<file path="config.mk">
export PLATFORM = sky130hd
export DESIGN_NAME = ast_fifo_fwft
export DESIGN_NICKNAME = d
export VERILOG_FILES = /design/src/rtl/ast_fifo_fwft.sv
export SDC_FILE = /design/constraint.sdc
export NUM_CORES = 1
export LEC_CHECK = 0
export BUFFER_PORTS_ARGS = -buffer_cell sky130_fd_sc_hd__buf_2
export CORE_MARGIN = 2
export CORE_UTILIZATION = 40
export DETAILED_ROUTE_END_ITERATION = 10
export GPL_TIMING_DRIVEN = 0
export PLACE_DENSITY = 0.56
export SLEW_MARGIN = 10
export SYNTH_ARGS = -nofsm -noshare
export SYNTH_HDL_FRONTEND = slang
export SYNTH_SLANG_ARGS = --single-unit
export TNS_END_PERCENT = 20
</file>
<file path="constraint.sdc">
create_clock -name clk -period 2.3 [get_ports clk]
set_input_delay 0.46 -clock clk [delete_from_list [all_inputs] [get_ports clk]]
set_output_delay 0.46 -clock clk [all_outputs]
set_load 0.005 [all_outputs]
</file>
<file path="src/rtl/ast_fifo_fwft.sv">
// ---------------------------------------------------------------------------
// ast_fifo_fwft
//   Single-clock streaming FIFO for AST producer/consumer stages.
//   Supports any DEPTH >= 2, occupancy count, programmable almost-full and
//   almost-empty flags, sticky overflow/underflow, synchronous flush, and
//   either a registered read port (FWFT=0) or first-word-fall-through (FWFT=1).
//
//   Optional build macro: FIFO_HWM_EN adds a high_water output that tracks the
//   maximum occupancy seen since the last reset or clr.
//
// Ports:
//   clk           clock, all state updates on the rising edge
//   rst_n         asynchronous active-low reset
//   clr           synchronous flush (priority over push/pop)
//   push          write request, data_in captured when accepted
//   pop           read request (FWFT=1: consume head word)
//   data_in       write data
//   data_out      read data (registered or fall-through, see FWFT)
//   empty, full   count == 0 / count == DEPTH
//   almost_empty  count <= AEMPTY_THRESH
//   almost_full   count >= AFULL_THRESH
//   count         occupancy
//   overflow      sticky: a push was rejected
//   underflow     sticky: a pop was rejected
//   high_water    (FIFO_HWM_EN only) maximum count since reset/clr
// ---------------------------------------------------------------------------
module ast_fifo_fwft #(
  parameter int DEPTH         = 8,
  parameter int DATAWIDTH     = 8,
  parameter int AFULL_THRESH  = 6,
  parameter int AEMPTY_THRESH = 2,
  parameter int FWFT          = 0,
  localparam int CW           = $clog2(DEPTH + 1)
) (
  input  logic                 clk,
  input  logic                 rst_n,
  input  logic                 clr,
  input  logic                 push,
  input  logic                 pop,
  input  logic [DATAWIDTH-1:0] data_in,
  output logic [DATAWIDTH-1:0] data_out,
  output logic                 empty,
  output logic                 full,
  output logic                 almost_empty,
  output logic                 almost_full,
  output logic [CW-1:0]        count,
  output logic                 overflow,
  output logic                 underflow
`ifdef FIFO_HWM_EN
  , output logic [CW-1:0]      high_water
`endif
);

  localparam int PW = (DEPTH > 1) ? $clog2(DEPTH) : 1;

  // Illegal configurations stop elaboration rather than being clamped.
  generate
    if (DEPTH < 2) begin : g_bad_depth
      $error("ast_fifo_fwft: DEPTH must be >= 2");
    end
    if (DATAWIDTH < 1) begin : g_bad_width
      $error("ast_fifo_fwft: DATAWIDTH must be >= 1");
    end
    if (AFULL_THRESH < 1 || AFULL_THRESH > DEPTH) begin : g_bad_afull
      $error("ast_fifo_fwft: AFULL_THRESH must be in 1..DEPTH");
    end
    if (AEMPTY_THRESH < 0 || AEMPTY_THRESH > DEPTH - 1) begin : g_bad_aempty
      $error("ast_fifo_fwft: AEMPTY_THRESH must be in 0..DEPTH-1");
    end
    if (FWFT != 0 && FWFT != 1) begin : g_bad_fwft
      $error("ast_fifo_fwft: FWFT must be 0 or 1");
    end
  endgenerate

  logic [DATAWIDTH-1:0] mem [DEPTH];

  logic [PW-1:0] wr_ptr_reg, wr_ptr_next;
  logic [PW-1:0] rd_ptr_reg, rd_ptr_next;
  logic [CW-1:0] count_reg, count_next;
  logic          empty_reg, full_reg, almost_empty_reg, almost_full_reg;
  logic          overflow_reg, underflow_reg;
  logic          push_ok, pop_ok;

  // Acceptance uses registered flags only. A push into a full FIFO is still
  // accepted when a pop frees a slot on the same edge; a pop from an empty
  // FIFO is always rejected, even alongside a push.
  always_comb begin
    pop_ok      = pop & ~empty_reg;
    push_ok     = push & (~full_reg | pop_ok);
    count_next  = count_reg + CW'(push_ok) - CW'(pop_ok);
    wr_ptr_next = wr_ptr_reg;
    rd_ptr_next = rd_ptr_reg;
    // Explicit wrap so non-power-of-2 depths never index past DEPTH-1.
    if (push_ok) begin
      wr_ptr_next = (wr_ptr_reg == PW'(DEPTH - 1)) ? '0 : wr_ptr_reg + PW'(1);
    end
    if (pop_ok) begin
      rd_ptr_next = (rd_ptr_reg == PW'(DEPTH - 1)) ? '0 : rd_ptr_reg + PW'(1);
    end
  end

  always_ff @(posedge clk or negedge rst_n) begin
    if (!rst_n) begin
      wr_ptr_reg       <= '0;
      rd_ptr_reg       <= '0;
      count_reg        <= '0;
      empty_reg        <= 1'b1;
      full_reg         <= 1'b0;
      almost_empty_reg <= 1'b1;
      almost_full_reg  <= 1'b0;
      overflow_reg     <= 1'b0;
      underflow_reg    <= 1'b0;
    end else if (clr) begin
      wr_ptr_reg       <= '0;
      rd_ptr_reg       <= '0;
      count_reg        <= '0;
      empty_reg        <= 1'b1;
      full_reg         <= 1'b0;
      almost_empty_reg <= 1'b1;
      almost_full_reg  <= 1'b0;
      overflow_reg     <= 1'b0;
      underflow_reg    <= 1'b0;
    end else begin
      wr_ptr_reg       <= wr_ptr_next;
      rd_ptr_reg       <= rd_ptr_next;
      count_reg        <= count_next;
      // Flags come from the next count so they move on the same edge as count.
      empty_reg        <= (count_next == '0);
      full_reg         <= (count_next == CW'(DEPTH));
      almost_empty_reg <= (count_next <= CW'(AEMPTY_THRESH));
      almost_full_reg  <= (count_next >= CW'(AFULL_THRESH));
      if (push & ~push_ok) overflow_reg  <= 1'b1;
      if (pop & ~pop_ok)   underflow_reg <= 1'b1;
    end
  end

  // Storage is never reset; writes are suppressed during reset and flush.
  always_ff @(posedge clk) begin
    if (push_ok && !clr && rst_n) begin
      mem[wr_ptr_reg] <= data_in;
    end
  end

  generate
    if (FWFT != 0) begin : g_fwft
      // Head word presented directly; forced to zero while empty.
      assign data_out = empty_reg ? '0 : mem[rd_ptr_reg];
    end else begin : g_regd
      logic [DATAWIDTH-1:0] data_out_reg;
      always_ff @(posedge clk or negedge rst_n) begin
        if (!rst_n) begin
          data_out_reg <= '0;
        end else if (clr) begin
          data_out_reg <= '0;
        end else if (pop_ok) begin
          data_out_reg <= mem[rd_ptr_reg];
        end
      end
      assign data_out = data_out_reg;
    end
  endgenerate

`ifdef FIFO_HWM_EN
  logic [CW-1:0] high_water_reg;
  always_ff @(posedge clk or negedge rst_n) begin
    if (!rst_n) begin
      high_water_reg <= '0;
    end else if (clr) begin
      high_water_reg <= '0;
    end else if (count_next > high_water_reg) begin
      high_water_reg <= count_next;
    end
  end
  assign high_water = high_water_reg;
`endif

  assign empty        = empty_reg;
  assign full         = full_reg;
  assign almost_empty = almost_empty_reg;
  assign almost_full  = almost_full_reg;
  assign count        = count_reg;
  assign overflow     = overflow_reg;
  assign underflow    = underflow_reg;

endmodule

</file>
==> impl_metrics.json, run 1 <==
{
  "finalCritPeriodShare": 0.9899,
  "final_common_cell": "edfxtp_1",
  "async_flop_share": 0.2727,
  "die_x_um": 98.49,
  "synthToLayoutAreaGrowth_pct": 17.97,
  "cts_sinks": 88,
  "route.vias.total": 1968,
  "hold_buffers": 0,
  "port_buffers": 30,
  "synth_cells": 223,
  "firstDrtPassIters": 4,
  "crit_required_ps": 2580,
  "hold_viol": 0,
  "route.detailed.drc": 0,
  "cts_tree": "yes",
  "diodes": 0,
  "seq_power_share": 0.447,
  "holdCritPathClass": "in2async",
  "yosys_warnings": 0,
  "seq_area_frac_synth": 0.7071,
  "gp_congestion": 0.7166,
  "clock_path_buffers": 2,
  "rrSetupSlack_ps": 20,
  "drive_gt1_frac": 0.3663,
  "synth_area_per_cell_um2": 16.01,
  "max_freq_ghz": 0.4392,
  "slew_headroom": 0.4375,
  "ant_nets": 0,
  "h-tree-depth": 3,
  "tightest_slew_ps": 839.2,
  "rsz0062_at_grt": "true",
  "timing.rr.start": "empty",
  "drt_iter0_markers": 81,
  "synth-edff-count": 64,
  "clk_latency_ps": 360,
  "setup_tns_ps": 0,
  "grt_max_degree": 27,
  "cp_max_fo": 4,
  "gr-total-overflow": 0,
  "antenna_found_initial": 0,
  "dieArea_um2": 9699,
  "cts_buffers": 9,
  "final_cells": 381,
  "layout_min_cycle_time_ps": 2277,
  "cp-end-kind": "flip-flop",
  "pwr-share-clk": 0.277,
  "io_pins": 31,
  "wirelength_um": 7276,
  "cap_violations": 0,
  "finalSetupViolCount": 0,
  "placedCellCount": 361,
  "place.detailed.hpwl_um": 4588,
  "ir_drop_mv": 0.3853,
  "synth_cell_type_count": 37,
  "internal_power_uw": 3064,
  "holdWs_ps": 91.01,
  "vias_per_cell": 5.165,
  "die_y_um": 98.49,
  "initial_core_util": 0.4115,
  "total_power_uw": 4323,
  "ys_seq_elements": 88,
  "status": "finished clean",
  "p_leak_uw": 0.001549,
  "core_um2": 8678,
  "grt_first_pass_wirelength_um": 11120,
  "p_comb_frac": 0.277,
  "crit_type": "reg2reg",
  "p_per_area_nw_per_um2": 1026,
  "synthFlopType": "edfxtp_1",
  "slew_violations": 0,
  "post_drt_wl_per_cell_um": 19.10,
  "fin_nets": 289,
  "netlist_area_um2": 3571,
  "switchingPower_uw": 1259,
  "grt_usage": 0.1572,
  "crit_path_start_kind": "flip-flop",
  "fin_skew_ps": 13.43,
  "grt_pass1_vias": 2021,
  "final_cell_mix": "edfxtp_1, buf_2, dfrtp_1, nand2_1",
  "arrival_ps": 2560,
  "core.rowCount": 34,
  "largest_reg_flops": 64,
  "clockRootBuffer": "clkbuf_8",
  "clk_pin_slew_worst_paths_ps": 90,
  "syn-num-nets": 244,
  "reg2reg_depth": 9,
  "r2r-end": "full",
  "swShare": 0.2912
}
[logic make-up (layout without fill, tap and decap cells)]
| logic type | count (synthesis) | count (layout) | share of synthesized area |
|---|---|---|---|
| buffers and inverters | 15 | 65 | 0.01857 |
| adder cells (fa/ha/maj) | 8 | 8 | 0.03013 |
| XOR/XNOR | 5 | 5 | 0.01227 |
| AO/OA/AOI/OAI | 30 | 30 | 0.05887 |
| AND/OR/NAND/NOR | 54 | 54 | 0.07568 |
| multiplexers | 23 | 23 | 0.09741 |
| flip-flops | 88 | 88 | 0.7071 |
[how the worst max path moves through the flow]
stage                     startpoint         to  slack, ps  depth (start not counted)
after global routing           empty       full        -90                          9
after floorplan                empty       full         70                          9
after global placement         rst_n  mem[1][2]       -560                          3
final                          empty       full         20                          9
after CTS                      empty       full       -130                          9
after detailed placement       rst_n  mem[6][2]       -480                          3
[per-layer routing]
metal	routed length, µm	vias up	track usage
met4	91	0	0.06639
met1	3286	998	0.2053
met3	219	8	0.02979
met5	0	-	0
li1	-	926	-
met2	3678	36	0.2595
[synthesized netlist by cell type, drive strengths merged (4+ instances only)]
cell / count / share of area
nor2b: 4 / 0.0070
edfxtp: 64 / 0.54
o31ai: 7 / 0.015
inv: 7 / 0.0074
dfrtp: 22 / 0.15
nor2: 19 / 0.020
nand2: 17 / 0.018
a21oi: 8 / 0.011
mux2: 14 / 0.044
ha: 7 / 0.025
nand2b: 6 / 0.013
mux4: 8 / 0.050
o22ai: 7 / 0.012
buf: 5 / 0.0081
[per-stage QoR]
stage | instance area (µm²) | worst slack, ps | utilization
2_1_floorplan | 3571 | 71.31 | -
3_3_place_gp | 3856 | -564.2 | 0.4443
3_5_place_dp | 3861 | -482.3 | 0.4449
4_1_cts | 4115 | -131.0 | 0.4742
5_1_grt | 4213 | -94.52 | 0.4854
6_report | 4213 | 23.27 | 0.4854
[worst max-delay path, stage by stage (launching register included)]
cell and delay [ps]:
dfstp_2 540, nand2b_4 160, clkinvlp_4 130, ha_4 280, inv_2 40, ha_4 150
fa_2 390, xor2_4 180, nor3_2 130, nor3b_2 190
[area by class of cell]
class | count | area, µm²
Fill cell | 774 | 4466
Multi-Input combinational cell | 120 | 1076
Inverter | 7 | 30.03
Sequential cell | 88 | 2525
Clock inverter | 7 | 98.84
Tap cell | 108 | 135.1
Buffer | 8 | 40.04
Clock buffer | 9 | 123.9
Timing Repair Buffer | 34 | 183.9
[power groups by stage]
| stage | logic, µW | registers (µW) | clock network, µW |
|---|---|---|---|
| 2_1_floorplan | 660 | 1960 | 0 |
| 3_3_place_gp | 947 | 1960 | 0 |
| 3_5_place_dp | 961 | 1960 | 0 |
| 4_1_cts | 1000 | 1930 | 1220 |
| 5_1_grt | 1320 | 1950 | 1290 |
| 6_report | 1200 | 1930 | 1200 |
[timing repair]
action | 4_1_cts | 5_1_grt
gates resized for setup | 7 | 13
endpoints found under the setup margin | 36 | 32
buffers inserted | 0 | 4
pin swaps | 0 | 7
Note: power is estimated with default switching activity, not from simulation.
==> inputs of run 2 (changes only) <==
--- a/config.mk
+++ b/config.mk
@@ -7,10 +7,10 @@
 export LEC_CHECK = 0
 export BUFFER_PORTS_ARGS = -buffer_cell sky130_fd_sc_hd__buf_2
 export CORE_MARGIN = 2
-export CORE_UTILIZATION = 40
+export CORE_UTILIZATION = 30
 export DETAILED_ROUTE_END_ITERATION = 10
 export GPL_TIMING_DRIVEN = 0
-export PLACE_DENSITY = 0.56
+export PLACE_DENSITY = 0.44
 export SLEW_MARGIN = 10
 export SYNTH_ARGS = -nofsm -noshare
 export SYNTH_HDL_FRONTEND = slang
==> constraint.sdc (replaced) <==
create_clock -name clk -period 1.8 [get_ports clk]
set_input_delay 0.36 -clock clk [delete_from_list [all_inputs] [get_ports clk]]
set_output_delay 0.36 -clock clk [all_outputs]
set_load 0.005 [all_outputs]
==> impl_metrics.json, run 2 (same netlist as run 1, synthesis figures left out) <==
{
  "crit_chain": "nand2b_4 > a21boi_4 > inv_4 > buf_4 > buf_6 > or4b_4 > nor3_4 > buf_12",
  "slew_headroom": 0.4734,
  "final_common_cell": "edfxtp_1",
  "max_freq_ghz": 0.4515,
  "grt_first_pass_wirelength_um": 12540,
  "dieArea_um2": 12790,
  "drt_iter0_markers": 94,
  "crit_slowest_cell": "or4b_4",
  "hold_buffers": 0,
  "crit_family": "simple AND/OR/NAND/NOR gates",
  "finalCritPeriodShare": 1.231,
  "layout_min_cycle_time_ps": 2215,
  "core_um2": 11520,
  "post_drt_wl_per_cell_um": 18.62,
  "synthToLayoutAreaGrowth_pct": 26.38,
  "n_fill_cell": 1094,
  "arrival_ps": 2270,
  "cts_tree": "yes",
  "vias_per_cell": 4.815,
  "io_pins": 31,
  "route.vias.total": 2051,
  "ant_nets": 0,
  "core.rowCount": 39,
  "fin_skew_ps": 11.40,
  "total_power_uw": 5951,
  "die_x_um": 113.1,
  "failed_checks": "design-rule violations, negative setup slack",
  "crit_type": "reg2reg",
  "holdCritPathClass": "in2async",
  "cts_sinks": 88,
  "gr-total-overflow": 0,
  "antenna_found_initial": 0,
  "port_buffers": 30,
  "rsz0062_at_grt": "true",
  "cp_max_fo": 8,
  "diodes": 0,
  "grt_max_degree": 27,
  "die_y_um": 113.1,
  "p_per_area_nw_per_um2": 1319,
  "status": "finished with violations",
  "slew_violations": 0,
  "tightest_slew_ps": 787.1,
  "route.detailed.drc": 2,
  "firstDrtPassIters": 7,
  "cap_violations": 0,
  "clk_latency_ps": 350,
  "path_buf_inv": 4,
  "fin_nets": 299,
  "hold_viol": 0,
  "clock_path_buffers": 2,
  "final_cell_mix": "edfxtp_1, buf_2, dfrtp_1, nand2_1, mux2_2",
  "timing.rr.start": "empty",
  "worstSetupStartpoint": "empty",
  "clk_pin_slew_worst_paths_ps": 70,
  "drive_gt1_frac": 0.3993,
  "crit_required_ps": 1860,
  "fin_ws_ps": -415.0,
  "place_ws_ps": -914.2,
  "initial_core_util": 0.3101,
  "p_leak_uw": 0.001654,
  "cts_buffers": 9,
  "largest_reg_flops": 64,
  "clockRootBuffer": "clkbuf_16",
  "finalSetupViolCount": 55,
  "grt_usage": 0.1342,
  "wirelength_um": 7934,
  "slowest_delay_ps": 560,
  "ir_drop_mv": 0.5511,
  "gp_congestion": 0.7172,
  "grt_pass1_vias": 2118,
  "crit_path_start_kind": "flip-flop",
  "h-tree-depth": 3,
  "place.detailed.hpwl_um": 5006,
  "cp-end-kind": "flip-flop"
}
[run 2: changes by cell type in the layout (fill, tap and decap cells not counted), sizes merged]
cell	change
buf	+10
bufinv	-1
clkinv	+1
clkinvlp	-1
inv	+1
[run 2: power by group]
group / leakage (µW) / internal (µW) / switching [µW] / total (µW)
Clock: 0.000147 / 1090 / 800 / 1890
Sequential: 0.000894 / 2360 / 115 / 2480
Combinational: 0.000613 / 787 / 798 / 1590
[run 2: through the flow]
stage / std cells / setup TNS [ps] / utilization / hold slack, ps / cell area (µm²)
3_3_place_gp: 396 / -53530 / 0.3432 / 419.2 / 3953
5_1_grt: 426 / -21070 / 0.3919 / 63.11 / 4513
6_report: 426 / -16190 / 0.3919 / 33.89 / 4513
3_5_place_dp: 397 / -47820 / 0.3443 / 421.9 / 3965
4_1_cts: 420 / -20010 / 0.3839 / 45.72 / 4420
2_1_floorplan: 223 / -8015 / - / 64.41 / 3623
[run 2: cell type report]
cell class	instances	area, µm²	share of cell area
Clock inverter	7	77.57	0.01719
Tap cell	143	178.9	0.03965
Inverter	7	33.78	0.007485
Timing Repair Buffer	44	312.8	0.06931
Sequential cell	88	2525	0.5595
Clock buffer	9	225.2	0.04990
Buffer	8	45.04	0.009981
Multi-Input combinational cell	120	1115	0.2470
[run 2: path summary, 6_finish.rpt]
| kind | endpoint | slack, ps | cells after the start |
|---|---|---|---|
| max in group asynchronous | data_out[3] | 1350 | 1 |
| setup / recovery | mem[0][5] | -410 | 8 |
| hold / removal | data_out[2] | 30 | 1 |
| hold reg to reg | data_out[5] | 480 | 2 |
| setup reg to reg | mem[0][5] | -410 | 8 |
| min in group clk | mem[6][2] | 290 | 1 |
[run 2: what timing repair did]
item	4_1_cts	5_1_grt
endpoints found under the setup margin	71	79
resized for setup	14	11
pin swaps	9	9
setup buffers	7	6
[run 2: layer usage]
metal / vias to the layer above / global-route usage / wire, µm
li1: 950 / - / -
met1: 1046 / 0.1761 / 3540
met5: - / 0 / 0
met4: 0 / 0.05854 / 140
met3: 13 / 0.02839 / 258
met2: 42 / 0.2160 / 3994
==> inputs of run 3 (changes only) <==
--- a/config.mk
+++ b/config.mk
@@ -5,12 +5,14 @@
 export SDC_FILE = /design/constraint.sdc
 export NUM_CORES = 1
 export LEC_CHECK = 0
+export ABC_AREA = 1
 export BUFFER_PORTS_ARGS = -buffer_cell sky130_fd_sc_hd__buf_2
 export CORE_MARGIN = 2
 export CORE_UTILIZATION = 30
 export DETAILED_ROUTE_END_ITERATION = 10
 export GPL_TIMING_DRIVEN = 0
 export PLACE_DENSITY = 0.44
+export RECOVER_POWER = 50
 export SLEW_MARGIN = 10
 export SYNTH_ARGS = -nofsm -noshare
 export SYNTH_HDL_FRONTEND = slang
==> impl_metrics.json, run 3 <==
{
  "failed_checks": "negative setup slack",
  "hold_buffers": 0,
  "switchingPower_uw": 1899,
  "grt_max_degree": 26,
  "gp_congestion": 0.7779,
  "final_common_cell": "nand2_1",
  "dr.max_layer_used": "met4",
  "path_buf_inv": 3,
  "clockRootBuffer": "clkbuf_16",
  "fin_ws_ps": -208.3,
  "total_power_uw": 6035,
  "crit_required_ps": 2080,
  "grt_usage": 0.1339,
  "gr-total-overflow": 0,
  "layout_min_cycle_time_ps": 2008,
  "crit_family": "adder cells",
  "drt_iter0_markers": 168,
  "route.vias.total": 2524,
  "finalCritPeriodShare": 1.116,
  "synth_cell_type_count": 23,
  "crit_chain": "inv_2 > nand2_4 > inv_4 > ha_4 > inv_2 > ha_4 > fa_2 > or2_4 > nand3_4 > nand2_4 > nor2_2",
  "async_flop_share": 0.2727,
  "hold_viol": 0,
  "fin_skew_ps": 7.729,
  "grt_pass1_vias": 2383,
  "clock_path_buffers": 2,
  "crit_type": "reg2reg",
  "cap_violations": 0,
  "finalSetupViolCount": 6,
  "cts_sinks": 88,
  "synthToLayoutAreaGrowth_pct": 22.19,
  "core.rowCount": 41,
  "vias_per_cell": 4.322,
  "holdCritPathClass": "in2async",
  "internal_power_uw": 4136,
  "final_cell_mix": "nand2_1, edfxtp_1, nand3_1, inv_1, buf_2",
  "firstDrtPassIters": 4,
  "wl_met1_um": 4170,
  "largest_reg_flops": 64,
  "grt_first_pass_wirelength_um": 13040,
  "syn-num-nets": 384,
  "arrival_ps": 2290,
  "diodes": 0,
  "synth_largest_area_cell": "edfxtp_1",
  "synthFlopType": "edfxtp_1",
  "clk_latency_ps": 340,
  "slowest_delay_ps": 540,
  "wirelength_um": 8536,
  "crit_slowest_cell": "dfstp_2",
  "core_um2": 12470,
  "fin_nets": 428,
  "synth_area_leaders": "edfxtp_1, dfrtp_1, nand2_1",
  "cp_max_fo": 4,
  "holdWs_ps": 6.041,
  "yosys-top-cells-count": "nand2_1, edfxtp_1, nand3_1",
  "clk_pin_slew_worst_paths_ps": 60,
  "cp-end-kind": "flip-flop",
  "die_y_um": 116.4,
  "post_drt_wl_per_cell_um": 14.62,
  "yosys_warnings": 0,
  "pwr-share-clk": 0.316,
  "setup_tns_ps": -1023,
  "slew_headroom": 0.4999,
  "yosysMostFrequentCell": "nand2_1",
  "swShare": 0.3147,
  "synth-edff-count": 64,
  "rsz0062_at_grt": "true",
  "synth_cells": 363,
  "antenna_found_initial": 0,
  "yosysTopAreaCellShare": 0.5071,
  "seq_area_frac_synth": 0.6662,
  "crit_path_start_kind": "flip-flop",
  "p_per_area_nw_per_um2": 1303,
  "io_pins": 31,
  "drive_gt1_frac": 0.2184,
  "dieArea_um2": 13550,
  "die_x_um": 116.4,
  "seq_power_share": 0.408,
  "port_buffers": 29,
  "status": "finished with violations",
  "p_comb_frac": 0.276,
  "tightest_slew_ps": 747.3,
  "place.detailed.hpwl_um": 5736,
  "wl_met2_um": 3827,
  "slew_violations": 0,
  "h-tree-depth": 3,
  "max_freq_ghz": 0.4979,
  "ir_drop_mv": 0.5138,
  "route.detailed.drc": 0,
  "p_leak_uw": 0.001940,
  "synth_area_per_cell_um2": 10.44,
  "cts_buffers": 9,
  "wl_met3_um": 377,
  "cts_tree": "yes",
  "ant_nets": 0,
  "initial_core_util": 0.3040,
  "netlist_area_um2": 3790,
  "ys_seq_elements": 88
}
run 3: area by class of cell:
| cell class | instances | area, µm² |
|---|---|---|
| Clock inverter | 6 | 66.31 |
| Multi-Input combinational cell | 223 | 1159 |
| Clock buffer | 10 | 239.0 |
| Fill cell | 1291 | 7835 |
| Inverter | 40 | 157.7 |
| Tap cell | 172 | 215.2 |
| Sequential cell | 88 | 2525 |
| Timing Repair Buffer | 33 | 163.9 |
| Buffer | 12 | 105.1 |
run 3: path summary, 6_finish.rpt:
kind	cells after the start	slack (ps)	to	start
min in group clk	2	250	count[1]	clr
max in group asynchronous	1	1410	data_out[2]	rst_n
setup / recovery	11	-210	almost_empty	empty
hold / removal	1	6	count[3]	rst_n
setup reg to reg	11	-210	almost_empty	empty
hold reg to reg	2	480	data_out[7]	data_out[7]
run 3: logic make-up (layout without fill, tap and decap cells):
family | after synthesis | after routing | synth area share
DFF | 88 | 88 | 0.6662
buffers and inverters | 52 | 101 | 0.06867
adders and majority gates | 8 | 8 | 0.02839
AOI/OAI and AO/OA | 19 | 19 | 0.02509
and+or+nand+nor | 196 | 196 | 0.2116
run 3: layer usage:
layer  GRT usage  vias up
met5           0        -
met4     0.05159        0
met3     0.03114       12
met2      0.1969       55
met1      0.1923     1189
li1            -     1268
run 3: worst register-to-register path: stages, from the launching register on:
cell and delay (ps):
dfstp_2 540, inv_2 40, nand2_4 80, inv_4 50
ha_4 250, inv_2 40, ha_4 150, fa_2 330
or2_4 250, nand3_4 80, nand2_4 60, nor2_2 80
run 3: power by group through the flow:
stage          logic (µW)  registers, µW  clock network, µW
2_1_floorplan         935           2510                  0
3_3_place_gp         1400           2490                  0
3_5_place_dp         1400           2500                  0
4_1_cts              1590           2460               1940
5_1_grt              1900           2480               2010
6_report             1670           2460               1910
run 3: repair_timing:
item	CTS	global route
buffers inserted	4	0
setup endpoints to repair	71	71
resized for setup	22	17
endpoints found under the hold margin	0	0
pin swaps	7	6
cloned	0	0
run 3: through the flow:
stage / cells / setup WS (ps) / util / cell area (µm²)
after CTS: 584 / -283.1 / 0.3673 / 4578
after floorplan: 363 / -199.4 / - / 3807
after global placement: 564 / -501.0 / 0.3343 / 4168
after global routing: 584 / -297.7 / 0.3715 / 4631
after detailed placement: 564 / -537.3 / 0.3343 / 4168
final: 584 / -208.3 / 0.3715 / 4631
